**src/rtl/mem_port_arbiter.sv**
```systemverilog
// mem_port_arbiter
//   Shares one memory port between the instruction fetch path and the
//   load/store path. Only one transaction is outstanding at a time. Data
//   accesses win over fetch, but after MAX_DBURST consecutive data grants
//   while fetch is waiting, fetch is served next. Every output is registered.
//
// Ports
//   clk, rst         : clock, synchronous active-low reset
//   if_req/if_addr   : fetch request, held until if_gnt
//   if_gnt           : one-cycle pulse, fetch accepted
//   if_rvalid/rdata  : one-cycle pulse with fetched word (rdata holds)
//   d_req/we/addr/wdata : data request, held until d_gnt
//   d_gnt            : one-cycle pulse, data op accepted
//   d_rvalid/rdata   : one-cycle pulse, op complete; rdata is 0 for stores
//   m_req/we/addr/wdata : memory request, held for the whole transaction
//   m_ack/m_rdata    : memory completion and read data
//   busy             : a transaction is in flight
//
// state   | meaning
// IDLE    | no transaction; arbitrate on this edge
// IF_WAIT | fetch transaction on the memory port, waiting for m_ack
// D_WAIT  | data transaction on the memory port, waiting for m_ack

module mem_port_arbiter #(
  parameter int AW         = 30,
  parameter int DW         = 32,
  parameter int MAX_DBURST = 4
) (
  input  logic          clk,
  input  logic          rst,
  input  logic          if_req,
  input  logic [AW-1:0] if_addr,
  output logic          if_gnt,
  output logic          if_rvalid,
  output logic [DW-1:0] if_rdata,
  input  logic          d_req,
  input  logic          d_we,
  input  logic [AW-1:0] d_addr,
  input  logic [DW-1:0] d_wdata,
  output logic          d_gnt,
  output logic          d_rvalid,
  output logic [DW-1:0] d_rdata,
  output logic          m_req,
  output logic          m_we,
  output logic [AW-1:0] m_addr,
  output logic [DW-1:0] m_wdata,
  input  logic          m_ack,
  input  logic [DW-1:0] m_rdata,
  output logic          busy
);

  localparam int SW = $clog2(MAX_DBURST + 1);
  localparam logic [SW-1:0] STREAK_MAX = SW'(MAX_DBURST);

  typedef enum logic [1:0] {
    IDLE    = 2'd0,
    IF_WAIT = 2'd1,
    D_WAIT  = 2'd2
  } state_t;

  state_t        state;
  state_t        state_nxt;
  logic [SW-1:0] streak;
  logic          win_d;
  logic          win_if;
  logic          done;

  always_comb begin
    state_nxt = state;
    win_d     = 1'b0;
    win_if    = 1'b0;
    done      = 1'b0;
    case (state)
      IDLE: begin
        // Data wins unless fetch is waiting and the data streak is used up.
        if (d_req && (!if_req || (streak < STREAK_MAX))) begin
          win_d     = 1'b1;
          state_nxt = D_WAIT;
        end else if (if_req) begin
          win_if    = 1'b1;
          state_nxt = IF_WAIT;
        end
      end
      IF_WAIT, D_WAIT: begin
        if (m_ack) begin
          done      = 1'b1;
          state_nxt = IDLE;
        end
      end
      default: state_nxt = IDLE;
    endcase
  end

  always_ff @(posedge clk) begin
    if (!rst) begin
      state     <= IDLE;
      streak    <= '0;
      busy      <= 1'b0;
      if_gnt    <= 1'b0;
      d_gnt     <= 1'b0;
      if_rvalid <= 1'b0;
      d_rvalid  <= 1'b0;
      if_rdata  <= '0;
      d_rdata   <= '0;
      m_req     <= 1'b0;
      m_we      <= 1'b0;
      m_addr    <= '0;
      m_wdata   <= '0;
    end else begin
      state     <= state_nxt;
      busy      <= (state_nxt != IDLE);
      if_gnt    <= win_if;
      d_gnt     <= win_d;
      if_rvalid <= done && (state == IF_WAIT);
      d_rvalid  <= done && (state == D_WAIT);

      if (win_d) begin
        m_req   <= 1'b1;
        m_we    <= d_we;
        m_addr  <= d_addr;
        m_wdata <= d_wdata;
        // Streak only grows while fetch is actually being held off.
        if (!if_req)
          streak <= '0;
        else if (streak != STREAK_MAX)
          streak <= streak + SW'(1);
      end else if (win_if) begin
        m_req   <= 1'b1;
        m_we    <= 1'b0;
        m_addr  <= if_addr;
        m_wdata <= '0;
        streak  <= '0;
      end else if (done) begin
        m_req <= 1'b0;
        m_we  <= 1'b0;
        if (state == IF_WAIT)
          if_rdata <= m_rdata;
        else
          // m_we still reflects the completing op; stores return zero.
          d_rdata <= m_we ? '0 : m_rdata;
      end
    end
  end

endmodule

```
**config.mk**
```make
export PLATFORM = sky130hd
export DESIGN_NAME = mem_port_arbiter
export DESIGN_NICKNAME = d
export VERILOG_FILES = /design/src/rtl/mem_port_arbiter.sv
export SDC_FILE = /design/constraint.sdc
export NUM_CORES = 1
export LEC_CHECK = 0
export CORE_MARGIN = 5
export CORE_UTILIZATION = 35
export CTS_BUF_LIST = sky130_fd_sc_hd__clkbuf_16
export CTS_CLUSTER_SIZE = 28
export DETAILED_ROUTE_END_ITERATION = 8
export PLACE_DENSITY = 0.72
export SLEW_MARGIN = 15
export SYNTH_ARGS = -nofsm -noshare
export SYNTH_HDL_FRONTEND = slang
export SYNTH_SLANG_ARGS = --single-unit
```
**constraint.sdc**
```tcl
create_clock -name clk -period 2 [get_ports clk]
set_input_delay 0.5 -clock clk [delete_from_list [all_inputs] [get_ports clk]]
set_output_delay 0.5 -clock clk [all_outputs]
set_load 0.03 [all_outputs]
```
* After elaboration in Yosys (flattened, before gate mapping)
Index checks and enable logic that the tools add are counted.
** Storage, ports and cells
- Flip-flop bits (word level) :: 138
- Input bits :: 130
- Output and inout bits :: 133
- Logic and storage cells :: 60
** Operators by class
- Add/subtract/negate cells :: 1
- Magnitude comparators :: 1
- Equal/unequal tests :: 4
- Multiplexer cells :: 25
- Bitwise operators :: 3
- Reduce and logical (&&, ||, !) cells :: 13
** Operators by type and width (number)
- 32-bit two-way mux :: 3
- 30-bit two-way mux :: 2
- 1-bit two-way mux :: 12
- 3-bit two-way mux :: 4
- 4-bit AND reduction :: 2
- 2-bit two-way mux :: 3
- 2-bit one-hot mux with 2 select lines :: 1
- 2-bit nonzero test :: 2
- 3-bit by 1-bit adder with 3-bit output, second input constant :: 1
- 1-bit logical AND :: 3
- 3-bit less-than comparator, second input constant :: 1
- 3-bit by 2-bit != test with 1-bit output, second input constant :: 1
- 3-bit != test, second input constant :: 1
- 1-bit NOT :: 3
- 3-bit nonzero test :: 1
- 2-bit by 1-bit equality test with 1-bit output, second input constant :: 1
- 2-bit equality test, second input constant :: 1
- 2-bit logical NOT :: 1
- 2-bit AND reduction :: 1
- 2-bit OR reduction :: 1
- 1-bit logical NOT :: 1
- 1-bit logical OR :: 1

* Logic depth before layout (Yosys ltp)
- Depth in word-level cells :: 7
- Gate-level depth with buffers :: 7
- Depth with buffers taken out :: 5

* Least setup slack after synthesis
OpenSTA, ideal clock, no wires.
- Kind :: reg-to-reg
- Start :: register state[0]
- End :: register d_rdata[0]
- Library setup time :: 0.072 ns
- Data arrival time :: 1.635 ns
- Required time :: 1.928 ns
- Setup slack :: 0.293 ns
- Stages on the path, launching flop included :: 7
- Buffers on the path :: 1
- Clock period less this slack :: 1.707 ns
- Cells stage by stage :: dfxtp_1 -> inv_1 -> ha_1 -> o21a_4 -> nor3_4 -> buf_8 -> mux2i_1
** On the way
- Longest elaborated chain between the ends :: 4
- Elaborated cells between the ends (all ways) :: 11
- Classes of those cells :: 2 x eq/ne; 3 x mux; 3 x bitwise; 3 x reduce/logical
** Ends and longest elaborated chain
- start: declaration :: RTL line 61 : state_t state;
- start signal: assignment :: RTL line 110 : state <= state_nxt;
- 2-bit by 1-bit equality test with 1-bit output, or another cell as far along :: RTL line 73, 136
- 2-bit OR reduction / 1-bit two-way mux (equally long branches) :: RTL line 73 : case (state)
- 1-bit two-way mux / 1-bit NOT (equally long branches)
- 4-bit AND reduction (no line) (*)
- end signal: assignment :: RTL line 140 : d_rdata <= m_we ? '0 : m_rdata;
- end: declaration :: RTL line 42 : output logic [DW-1:0] d_rdata,
Every way passes the cells marked *; elsewhere a longest branch is shown, timed or not.
A chain may end at the register's enable or synchronous reset.

* Final worst setup path
- Start :: register d_rdata[31]
- End :: output port d_rdata[31]
No word-level cell between the ends.

==> summary.md <==
| Metric | Value |
|---|---|
| Fin Clk Skew | 0.006428 ns |
| Total power | 7.515 mW |
| Maximum VDD drop | 0.0005695 V |
| Seq/Total Area, Yosys | 48.93% |
| Synthesized cell area | 5647 um^2 |
| Post-CTS setup buffers | 0 |
| Non-Filler Instances | 1069 |
| Gate Count Post-Synth | 576 |
| Final setup violation count | 0 |
| Finished Cell Area | 9220 um^2 |
| FILL cells | 1381 |
| Worst path depth | 1 |
| Fin nets | 976 |
| RSZ-0062 raised after global routing | no |
| Leak pwr | 3.513 nW |
| Num rows | 46 |
| Synth async-reset ratio | 0% |
| CP bufs+invs | 1 |
| Compound-Gate Fraction of Synth Area | 13.52% |
| Final ANT Viol Nets | 0 |
| Layout cells sized above 1 | 8.675% |
| Post-synthesis adder-cell area fraction | 1.329% |
| CTS tree | yes |
| Placed cell count | 1037 |
| Hold WS | 0.4559 ns |
| Reg-to-reg critical path startpoint | state[1] |
| DR WL met2 | 7807 um |
| M1 WL | 7639 um |
| Avg WL per Cell | 16.06 um |
| Max clock buf depth | 2 |
| Int Pwr | 5.475 mW |
| Ys Warns | 0 |
| Multiplexer share of the synthesized area | 11.35% |
| Max Transition Viols Final | 0 |
| Worst-path cell chain | clkdlybuf4s50_1 |
| Clock network power share | 39.8% |
| Number of synthesized flops with an enable pin | 0 |
| GR Util All Layers | 18.09% |
| Post-Route WL | 17160 um |
| Rel. slew slack | 74.28% |
| Syn Area/Cell | 9.803 um^2 |
| XOR/XNOR share of the synthesized area | 0% |
| Clk root buf | clkbuf_16 |
| DRT iter0 DRCs | 254 |
| Crit Path Category | flop to primary output |
| Vias in the first global route | 5115 |
| Final min period | 1.954 ns |
| Core Region | 15830 um^2 |
| Antenna violations before repair | 0 |
| Main synth FF type | dfxtp_1 |
| Max_cap viols | 0 |
| Reg-to-Reg End | m_addr[19] |
| Post-DP HPWL | 12150 um |
| Outcome | complete, no violations |
| Global-route wire length before repair | 26810 um |
| Cell area power density | 815.1 nW/um^2 |
| I/O pin cnt | 263 |
| Setup crit start | d_rdata[31] |
| Hold WC Path Type | flop to flop |
| Via/cell ratio | 4.815 |
| Main combinational cell family by area after synthesis | simple AND/OR/NAND/NOR gates |
| Logic pwr share | 20.4% |
| Critical Path End | d_rdata[31] |
| Critical path's top delay family | buffers and inverters |
| Die width | 137.0 um |
| NetSw | 2.040 mW |
| Post-Syn Nets | 712 |
| Seq pwr share | 39.8% |
| Worst-Skew Late Latency | 0.41 ns |
| Crit share post-route | 97.71% |
| Switch share | 27.14% |
| Endpoints failing hold | 0 |
| Kind of start point of the critical path | flop |
| Cell variety after synth | 39 |
| Post-Synth Simple-Gate Area | 19.48% |
| Met3 WL | 1549 um |
| Final GP Congestion | 0.7871 |
| Largest net degree at the start of global routing | 72 |
| Clk slew on worst S/H paths | 0.06 ns |
| CTS buffer count | 17 |
| Pre-antenna DRT Iters | 4 |
| Clock sinks | 138 |
| R2R depth | 6 |
| Starting Density | 35.68% |
| Register bit total from synthesis | 138 |
| Die Area | 18770 um^2 |
| Total negative slack | 0 ns |
| Global route overflow | 0 |
| Crit end category | primary output |
| Placed instance area | 8631 um^2 |
| WP data arrival | 1.45 ns |
| Flop-to-flop setup slack | 0.28 ns |
| Worst path max stage delay | 0.71 ns |
| ANT cells | 0 |
| Top sig layer | met4 |
| Worst EP required | 1.50 ns |
| Residual DRC count | 0 |
| Area delta synth->final | 63.28% |
| Max Clk Rate | 511.7 MHz |
| CTS H-tree lvls | 4 |
| Crit path max fanout | 2 |
| Number of buffers added on ports | 262 |
| Via Count | 5147 |
| Critical path's slowest cell | clkdlybuf4s50_1 |
| Die Span Y | 137.0 um |
| Least-Margin Pin Slew | 0.3873 ns |
## cell usage in the layout (no fill, tap or decap), drive strengths merged, types with 23 or more instances in the layout
master / Yosys / final
nor3b: 24 / 24
buf: 24 / 37
dfxtp: 138 / 138
o21ai: 27 / 27
nand2: 105 / 105
a22o: 32 / 32
a211oi: 23 / 23
clkdlybuf4s50: 0 / 248
mux2i: 64 / 64
nand3b: 32 / 32
nor3: 26 / 26
## cells in the mapped netlist (3+ instances only)
master,n,area [um^2]
buf_8,3,45.04
o21ai_0,26,130.1
inv_1,5,18.77
ha_1,6,75.07
buf_2,15,75.07
nor3b_1,23,172.7
buf_6,4,45.04
mux2i_1,64,640.6
a221o_1,6,60.06
dfxtp_1,138,2763
nor2b_1,4,25.02
nor3_1,25,125.1
a21oi_1,4,20.02
nor2_1,4,15.01
a211oi_1,23,172.7
nand2_1,104,390.4
nand3b_1,32,240.2
a22o_1,32,280.3
and3_1,8,50.05
clkbuf_1,27,101.4
## metal layers
metal | GRT usage (%) | vias up
met4 | 5.654 | 0
met2 | 28.61 | 178
li1 | - | 2565
met1 | 22.80 | 2392
met3 | 6.912 | 12
met5 | 0 | -
## worst min-delay path by stage
stage	startpoint	endpoint	depth (start not counted)	slack (ns)
2_1_floorplan	streak[0]	streak[0]	2	0.46
3_3_place_gp	d_rdata[31]	d_rdata[31]	2	0.44
3_5_place_dp	d_rdata[1]	d_rdata[1]	2	0.45
4_1_cts	if_rdata[19]	if_rdata[19]	2	0.46
5_1_grt	if_rdata[4]	if_rdata[4]	2	0.48
6_report	if_rdata[31]	if_rdata[31]	2	0.46
## sequential cells by signal, indices dropped and copies added (netlist names)
| signal | cells |
|---|---|
| d_rdata | 32 |
| d_gnt | 1 |
| busy | 1 |
| m_req | 1 |
| m_addr | 30 |
| if_rdata | 32 |
| streak | 3 |
| state | 2 |
| m_wdata | 32 |
| m_we | 1 |
| if_gnt | 1 |
| if_rvalid | 1 |
| d_rvalid | 1 |
## kinds of logic (layout without fill, tap and decap cells)
family,Yosys count,count (layout)
AOI/OAI and AO/OA,101,101
and+or+nand+nor,210,210
adders and majority gates,6,6
muxes,64,64
buffers and inverters,57,334
DFF,138,138
## cell type report
class                   instances  area [um^2]  area share, %
clock buffers                  17        425.4          4.614
clock inverters                15        135.1          1.466
inverters                       5        18.77         0.2036
multi-input cells             381         2589          28.08
flip-flops and latches        138         2763          29.96
well taps                     216        270.3          2.931
repair buffers                297         3019          32.75
## through the flow
stage / utilization, % / setup slack [ns]
floorplan: - / 0.2931
global route: 58.25 / 0.001709
detailed placement: 54.53 / -0.1066
CTS: 58.06 / 0.01346
finish: 58.25 / 0.04577
global placement: 54.53 / -0.06351
## power by group through the flow
stage	clock network, mW	logic [mW]	registers (mW)
finish	2.99	1.54	2.99
global route	3.21	1.64	3.01
CTS	3.07	1.55	2.99
detailed placement	0	1.55	3.04
global placement	0	1.54	3.04
floorplan	0	0.481	3.35
## what timing repair did
item	CTS	global route
hold buffers	0	0
gates resized for setup	1	12
endpoints found under the setup margin	1	15
No activity file was read; power rests on OpenSTA's default activity.
